**src/rtl/uart_crc_link_param.sv**
```systemverilog
// uart_crc_link_param
// Serial link with a UART transmitter and receiver. Each frame carries a
// DATA_W-bit payload (LSB first) followed by a CRC_W-bit CRC (MSB first).
// The receiver recomputes the CRC over the payload and flags whether the
// received CRC matched. A frame whose stop bit is sampled low is reported as
// a framing error. With LOOPBACK=1 the receiver listens to this block's own
// transmitter, so it can be brought up with no external wiring.
module uart_crc_link_param #(
    parameter int               DATA_W       = 8,
    parameter int               CRC_W        = 8,
    parameter logic [CRC_W-1:0] CRC_POLY     = CRC_W'(8'h07),
    parameter logic [CRC_W-1:0] CRC_INIT     = '0,
    parameter int               CLKS_PER_BIT = 16,
    parameter bit               LOOPBACK     = 1'b1
) (
    input  logic              clk,
    input  logic              reset,
    input  logic [DATA_W-1:0] tx_data_in,
    input  logic              tx_start,
    input  logic              err_inj,
    input  logic              rx_serial_in,
    output logic              tx_serial_out,
    output logic              tx_busy_out,
    output logic [DATA_W-1:0] rx_data_out,
    output logic              rx_ready_out,
    output logic              crc_valid_out,
    output logic              frame_err_out
);

    localparam int CNT_W = $clog2(CLKS_PER_BIT);
    localparam int MAX_W = (DATA_W > CRC_W) ? DATA_W : CRC_W;
    localparam int IDX_W = $clog2(MAX_W);

    localparam logic [CNT_W-1:0] BIT_LAST  = CNT_W'(CLKS_PER_BIT - 1);
    localparam logic [CNT_W-1:0] HALF_LAST = CNT_W'(CLKS_PER_BIT / 2 - 1);
    localparam logic [IDX_W-1:0] DATA_LAST = IDX_W'(DATA_W - 1);
    localparam logic [IDX_W-1:0] CRC_LAST  = IDX_W'(CRC_W - 1);

    typedef enum logic [2:0] {
        ST_IDLE,
        ST_START,
        ST_DATA,
        ST_CRC,
        ST_STOP
    } state_t;

    // Bitwise MSB-first CRC, payload walked from its top bit down to bit 0.
    function automatic logic [CRC_W-1:0] crc_calc(input logic [DATA_W-1:0] data);
        logic [CRC_W-1:0] crc;
        logic             fb;
        crc = CRC_INIT;
        for (int i = DATA_W - 1; i >= 0; i--) begin
            fb  = crc[CRC_W-1] ^ data[i];
            crc = {crc[CRC_W-2:0], 1'b0};
            if (fb) begin
                crc = crc ^ CRC_POLY;
            end
        end
        return crc;
    endfunction

    // ------------------------------------------------------------------
    // Transmitter
    // ------------------------------------------------------------------
    state_t            tx_state;
    logic [CNT_W-1:0]  tx_cnt;
    logic [IDX_W-1:0]  tx_idx;
    logic [DATA_W-1:0] tx_data_sr;
    logic [CRC_W-1:0]  tx_crc_sr;
    logic              tx_inj;
    logic [CRC_W-1:0]  tx_crc_new;
    logic [DATA_W-1:0] tx_data_shift;
    logic [CRC_W-1:0]  tx_crc_shift;

    // The CRC covers the original payload; injection only touches the line.
    assign tx_crc_new    = crc_calc(tx_data_in);
    assign tx_data_shift = tx_data_sr >> 1;
    assign tx_crc_shift  = tx_crc_sr << 1;

    // TX FSM: the line value for each bit is registered at the bit boundary.
    always_ff @(posedge clk or negedge reset) begin
        if (!reset) begin
            tx_state      <= ST_IDLE;
            tx_cnt        <= '0;
            tx_idx        <= '0;
            tx_data_sr    <= '0;
            tx_crc_sr     <= '0;
            tx_inj        <= 1'b0;
            tx_serial_out <= 1'b1;
            tx_busy_out   <= 1'b0;
        end else begin
            case (tx_state)
                ST_IDLE: begin
                    if (tx_start) begin
                        tx_data_sr    <= tx_data_in;
                        tx_crc_sr     <= tx_crc_new;
                        tx_inj        <= err_inj;
                        tx_serial_out <= 1'b0;
                        tx_busy_out   <= 1'b1;
                        tx_cnt        <= '0;
                        tx_idx        <= '0;
                        tx_state      <= ST_START;
                    end
                end
                ST_START: begin
                    if (tx_cnt == BIT_LAST) begin
                        tx_cnt        <= '0;
                        tx_serial_out <= tx_data_sr[0] ^ tx_inj;
                        tx_state      <= ST_DATA;
                    end else begin
                        tx_cnt <= tx_cnt + 1'b1;
                    end
                end
                ST_DATA: begin
                    if (tx_cnt == BIT_LAST) begin
                        tx_cnt     <= '0;
                        tx_data_sr <= tx_data_shift;
                        if (tx_idx == DATA_LAST) begin
                            tx_idx        <= '0;
                            tx_serial_out <= tx_crc_sr[CRC_W-1];
                            tx_state      <= ST_CRC;
                        end else begin
                            tx_idx        <= tx_idx + 1'b1;
                            tx_serial_out <= tx_data_shift[0];
                        end
                    end else begin
                        tx_cnt <= tx_cnt + 1'b1;
                    end
                end
                ST_CRC: begin
                    if (tx_cnt == BIT_LAST) begin
                        tx_cnt <= '0;
                        if (tx_idx == CRC_LAST) begin
                            tx_idx        <= '0;
                            tx_serial_out <= 1'b1;
                            tx_state      <= ST_STOP;
                        end else begin
                            tx_idx        <= tx_idx + 1'b1;
                            tx_crc_sr     <= tx_crc_shift;
                            tx_serial_out <= tx_crc_shift[CRC_W-1];
                        end
                    end else begin
                        tx_cnt <= tx_cnt + 1'b1;
                    end
                end
                ST_STOP: begin
                    if (tx_cnt == BIT_LAST) begin
                        tx_cnt      <= '0;
                        tx_busy_out <= 1'b0;
                        tx_state    <= ST_IDLE;
                    end else begin
                        tx_cnt <= tx_cnt + 1'b1;
                    end
                end
                default: begin
                    tx_state <= ST_IDLE;
                end
            endcase
        end
    end

    // ------------------------------------------------------------------
    // Receiver
    // ------------------------------------------------------------------
    logic              rx_line;
    logic              rx_sync1;
    logic              rx_sync2;
    state_t            rx_state;
    logic [CNT_W-1:0]  rx_cnt;
    logic [IDX_W-1:0]  rx_idx;
    logic [DATA_W-1:0] rx_data_sr;
    logic [CRC_W-1:0]  rx_crc_sr;
    logic              rx_done;
    logic              rx_stop_bit;
    logic [DATA_W-1:0] rx_data_ins;
    logic [CRC_W-1:0]  rx_crc_calc;

    assign rx_line     = LOOPBACK ? tx_serial_out : rx_serial_in;
    assign rx_crc_calc = crc_calc(rx_data_sr);

    // Payload arrives LSB first, so each new bit enters at the top.
    always_comb begin
        rx_data_ins             = rx_data_sr >> 1;
        rx_data_ins[DATA_W-1]   = rx_sync2;
    end

    // Two-flop synchroniser; resets high so reset release never looks like a start bit.
    always_ff @(posedge clk or negedge reset) begin
        if (!reset) begin
            rx_sync1 <= 1'b1;
            rx_sync2 <= 1'b1;
        end else begin
            rx_sync1 <= rx_line;
            rx_sync2 <= rx_sync1;
        end
    end

    // RX FSM: half-bit wait to mid-start, then one sample per bit period.
    always_ff @(posedge clk or negedge reset) begin
        if (!reset) begin
            rx_state    <= ST_IDLE;
            rx_cnt      <= '0;
            rx_idx      <= '0;
            rx_data_sr  <= '0;
            rx_crc_sr   <= '0;
            rx_done     <= 1'b0;
            rx_stop_bit <= 1'b0;
        end else begin
            rx_done <= 1'b0;
            case (rx_state)
                ST_IDLE: begin
                    if (!rx_sync2) begin
                        rx_cnt   <= '0;
                        rx_state <= ST_START;
                    end
                end
                ST_START: begin
                    if (rx_cnt == HALF_LAST) begin
                        rx_cnt <= '0;
                        rx_idx <= '0;
                        if (rx_sync2) begin
                            rx_state <= ST_IDLE;
                        end else begin
                            rx_state <= ST_DATA;
                        end
                    end else begin
                        rx_cnt <= rx_cnt + 1'b1;
                    end
                end
                ST_DATA: begin
                    if (rx_cnt == BIT_LAST) begin
                        rx_cnt     <= '0;
                        rx_data_sr <= rx_data_ins;
                        if (rx_idx == DATA_LAST) begin
                            rx_idx   <= '0;
                            rx_state <= ST_CRC;
                        end else begin
                            rx_idx <= rx_idx + 1'b1;
                        end
                    end else begin
                        rx_cnt <= rx_cnt + 1'b1;
                    end
                end
                ST_CRC: begin
                    if (rx_cnt == BIT_LAST) begin
                        rx_cnt    <= '0;
                        rx_crc_sr <= {rx_crc_sr[CRC_W-2:0], rx_sync2};
                        if (rx_idx == CRC_LAST) begin
                            rx_idx   <= '0;
                            rx_state <= ST_STOP;
                        end else begin
                            rx_idx <= rx_idx + 1'b1;
                        end
                    end else begin
                        rx_cnt <= rx_cnt + 1'b1;
                    end
                end
                ST_STOP: begin
                    if (rx_cnt == BIT_LAST) begin
                        rx_cnt      <= '0;
                        rx_done     <= 1'b1;
                        rx_stop_bit <= rx_sync2;
                        rx_state    <= ST_IDLE;
                    end else begin
                        rx_cnt <= rx_cnt + 1'b1;
                    end
                end
                default: begin
                    rx_state <= ST_IDLE;
                end
            endcase
        end
    end

    // Frame result is published the cycle after the stop sample, letting RX hunt the next start meanwhile.
    always_ff @(posedge clk or negedge reset) begin
        if (!reset) begin
            rx_data_out   <= '0;
            rx_ready_out  <= 1'b0;
            crc_valid_out <= 1'b0;
            frame_err_out <= 1'b0;
        end else begin
            rx_ready_out  <= 1'b0;
            frame_err_out <= 1'b0;
            if (rx_done) begin
                if (rx_stop_bit) begin
                    rx_data_out   <= rx_data_sr;
                    crc_valid_out <= (rx_crc_sr == rx_crc_calc);
                    rx_ready_out  <= 1'b1;
                end else begin
                    crc_valid_out <= 1'b0;
                    frame_err_out <= 1'b1;
                end
            end
        end
    end

endmodule

```
**config.mk**
```make
export PLATFORM = sky130hd
export DESIGN_NAME = uart_crc_link_param
export DESIGN_NICKNAME = d
export VERILOG_FILES = /design/src/rtl/uart_crc_link_param.sv
export SDC_FILE = /design/constraint.sdc
export NUM_CORES = 1
export LEC_CHECK = 0
export ABC_AREA = 1
export CAP_MARGIN = 0
export CORE_ASPECT_RATIO = 0.9
export CORE_MARGIN = 2
export CORE_UTILIZATION = 30
export DETAILED_ROUTE_END_ITERATION = 8
export PLACE_DENSITY = 0.45
export SLEW_MARGIN = 0
export SYNTH_ARGS = -nofsm -noshare
export SYNTH_HDL_FRONTEND = slang
export SYNTH_SLANG_ARGS = --single-unit
```
**constraint.sdc**
```tcl
create_clock -name clk -period 3.8 [get_ports clk]
set_input_delay 1.14 -clock clk [delete_from_list [all_inputs] [get_ports clk]]
set_output_delay 1.14 -clock clk [all_outputs]
set_load 0.005 [all_outputs]
```
==> qor.txt <==
=====================================================================================
Status                                                                   finished clean
TritonCTS Buffers                                                                   9
Final count of pins violating max slew                                              0
Post-route met1 wirelength                                                   3.629 mm
Placed insts                                                                      624
Final wirelength                                                             7.184 mm
Peak ir drop on the vdd network                                           0.0003422 V
Commonest cells post-synth                                               130 x sky130_fd_sc_hd__nand2_1, 67 x sky130_fd_sc_hd__dfrtp_1, 53 x sky130_fd_sc_hd__inv_1
Number of buffers inserted by hold repair at cts                                    0
Clock skew after layout                                                      4.866 ps
H-tree levels                                                                       3
Path category of the worst min-delay check                               flip-flop to flip-flop
Maximum clock frequency                                                     398.9 MHz
Net switching power                                                        0.001094 W
Sum Neg Setup Slack                                                              0 ps
Floorplan die height                                                         107.8 µm
Final count of negative-setup-slack endpoints                                       0
Latest clock arrival within the worst-skew pair                                330 ps
Net switching share of the total power                                         37.75%
Post-synthesis sequential area ratio                                           48.83%
Count of nets left with antenna violations after detail routing                     0
Clock Power Share                                                               28.5%
Post-placement setup slack                                                    1218 ps
Series of cell instances along the critical path                         clkdlybuf4s50_1
Final worst-path setup slack                                                  1293 ps
Share of post-route cells with drive strength above 1                          9.504%
Row count                                                                          37
Die X                                                                        119.4 µm
Global-route wire length before repair                                       13.14 mm
Average cell area after synthesis                                           8.024 µm²
I/O Pins                                                                           26
Global-route usage over all layers                                             12.61%
Post-Syn Area                                                            0.003595 mm²
Fill cell instance count of the final layout                                     1236
Sequential cell area in the final layout                                 0.001755 mm²
Starting density of the core                                                   31.06%
Total of buffers placed on input and output ports                                  24
Routability congestion estimate from global placement                          0.7790
Cells resized by post-CTS repair                                                    0
Number of synthesized flops with an enable pin                                      0
Clk slew on worst S/H paths                                                     50 ps
Number of nets in the layout                                                      498
Placeable core region                                                     0.01157 mm²
Max Buffers Root-to-Sink                                                            2
Arrival time reported for the critical path endpoint                          1370 ps
Yosys top cell by area                                                   sky130_fd_sc_hd__dfrtp_1
Critical Path Start Type                                                    flip-flop
Multi-input gate area                                                    0.001583 mm²
Cell with the most instances after synthesis                             sky130_fd_sc_hd__nand2_1
# Post-CTS Setup Buffers                                                            0
Min-Delay Path Depth                                                                0
Worst Hold Launch                                                        rx_sync1$_DFF_PN1_
Largest stage delay, worst path                                                540 ps
TritonCTS Sinks                                                                    70
Register bit total from synthesis                                                  70
Leakage power figure                                                         2.040 nW
Slowest cell on the critical path                                        sky130_fd_sc_hd__dfstp_2
Internal reg-to-reg setup slack                                               2010 ps
Warnings, synthesis                                                                 0
Uppermost layer routed                                                           met4
Diode count                                                                         0
Initial DRT Pass Iterations                                                         4
Sum of buffers and inverters on the critical path                                   1
Worst reg2reg path endpoint                                              tx_data_sr[1]$_DFFE_PN0P_
Critical path required time                                                   2660 ps
CTS tree                                                                         done
Critical path's top delay family                                           flip-flops
Met2 WL                                                                      3.212 mm
Non-Filler Instances                                                              640
Worst R2R Start                                                          tx_cnt[0]$_DFFE_PN0P_
Synth async-reset ratio                                                        100.0%
Most used flip-flop cell after synthesis                                 sky130_fd_sc_hd__dfrtp_1
Reg2Reg Depth                                                                       7
Sequential share of power                                                       36.7%
Internal portion of total power                                            0.001804 W
Area share of the largest cell type after synthesis                            46.64%
Clock tree root buffer cell                                              sky130_fd_sc_hd__clkbuf_16
Slew at the pin with the worst max-slew slack                                664.6 ps
Power Dens Cells                                                         674.6 mW/mm²
Count of routing violations after the opening detailed-route iteration             85
Design Power                                                               0.002898 W
Post-detailed-route wirelength per cell                                      11.23 µm
Detailed placer's ending HPWL                                                5.199 mm
Final clock period utilization by the worst path                               65.97%
Max-capacitance violation count                                                     0
Met3 wire length                                                               256 µm
Final hold violation count                                                          0
Number of nets produced by synthesis                                              467
Global route total overflow                                                         0
Die ar.                                                                   0.01288 mm²
Gate count after technology mapping                                               448
Drc violations                                                                      0
Pin count of the biggest net entering global routing                               30
Number of antenna violations at the first check in global routing                   0
Unrepaired setup endpoints after global routing                                    no
Layout overhead on the synthesized area                                        19.49%
Most area-consuming cells after synthesis                                sky130_fd_sc_hd__dfrtp_1 47%, sky130_fd_sc_hd__nand2_1 14%, sky130_fd_sc_hd__o21ai_0 6.1%
Max Fanout on Critical Path                                                         3
Post-DR vias/cell                                                               4.438
Crit Path Category                                                       flip-flop to output pin
Distinct cell type count of the synthesized netlist                                36
Hold Path End                                                            rx_sync2$_DFF_PN1_
Shortest clock period the worst path allows after layout                      2507 ps
Relative max-transition margin                                                 55.70%
Number of global-route vias before repair                                        2816
Kind of capture point of the worst setup path                              output pin
Combinational cell fraction of total power                                      34.9%
Via count of the routed design                                                   2840
=====================================================================================
==> layout by cell type, fill, tap and decap left out, drive strengths merged, types with 10 or more instances in the layout <==
cell	n
nand2	138
dfrtp	67
inv	60
o21ai	58
nor2	34
nand3	28
clkdlybuf4s50	23
a21oi	13
clkbuf	10
==> cell families after synthesis <==
family                     share of synthesized area, %
buffers and inverters                             7.135
adders and majority gates                         2.088
AOI/OAI and AO/OA                                 13.51
and+or+nand+nor                                   24.71
xor gates and xnor gates                          3.411
DFF                                               48.83
muxes                                            0.3132
==> metrics by stage <==
step | utilization, % | hold slack (ps) | area, µm²
finish | 37.11 | 354.2 | 4295
global route | 37.11 | 367.0 | 4295
CTS | 37.11 | 356.0 | 4295
detailed placement | 34.61 | 347.9 | 4005
global placement | 34.61 | 346.9 | 4005
floorplan | - | 345.2 | 3595
==> metal layers <==
layer / vias to the layer above / global-route usage, %
met5: - / 0
met4: 0 / 3.529
met3: 9 / 3.708
met2: 34 / 20.40
met1: 1295 / 16.46
li1: 1502 / -
==> power by group through the flow <==
stage	Sequential [W]	Combinational [W]	Clock [W]
CTS	0.00106	0.00103	0.000859
finish	0.00106	0.00101	0.000825
floorplan	0.00105	0.000819	0
global route	0.00109	0.00117	0.000902
detailed placement	0.00107	0.00103	0
global placement	0.00107	0.00100	0
==> state kept, by name, indices dropped and copies added (netlist names), 3 cells and up <==
signal and cells:
rx_data_sr 8, rx_state 3, tx_data_sr 8, rx_data_out 8
tx_cnt 4, rx_crc_sr 8, rx_cnt 4, rx_idx 3
tx_crc_sr 8, tx_idx 3, tx_state 3
==> area by class of cell <==
class                           instances  share of cell area (%)
Sequential cell                        70                   40.87
Timing Repair Buffer                   26                   5.826
Inverter                               59                   5.156
Multi-Input combinational cell        313                   36.85
Tap cell                              156                   4.544
Clock inverter                          6                   1.427
Clock buffer                           10                   5.331
==> how the worst max path moves through the flow <==
| stage | from | endpoint | slack, ps | depth (start not counted) |
|---|---|---|---|---|
| final | tx_serial_out$_DFFE_PN1P_ | tx_serial_out | 1290 | 1 |
| after global routing | tx_serial_out$_DFFE_PN1P_ | tx_serial_out | 1250 | 1 |
| after CTS | tx_serial_out$_DFFE_PN1P_ | tx_serial_out | 1270 | 1 |
| after detailed placement | tx_data_in[7] | tx_crc_sr[2]$_DFFE_PN0P_ | 1220 | 9 |
| after global placement | tx_data_in[7] | tx_crc_sr[2]$_DFFE_PN0P_ | 1210 | 9 |
| after floorplan | tx_data_in[7] | tx_crc_sr[1]$_DFFE_PN0P_ | 1900 | 8 |
Power figures use the tool's default switching activity.
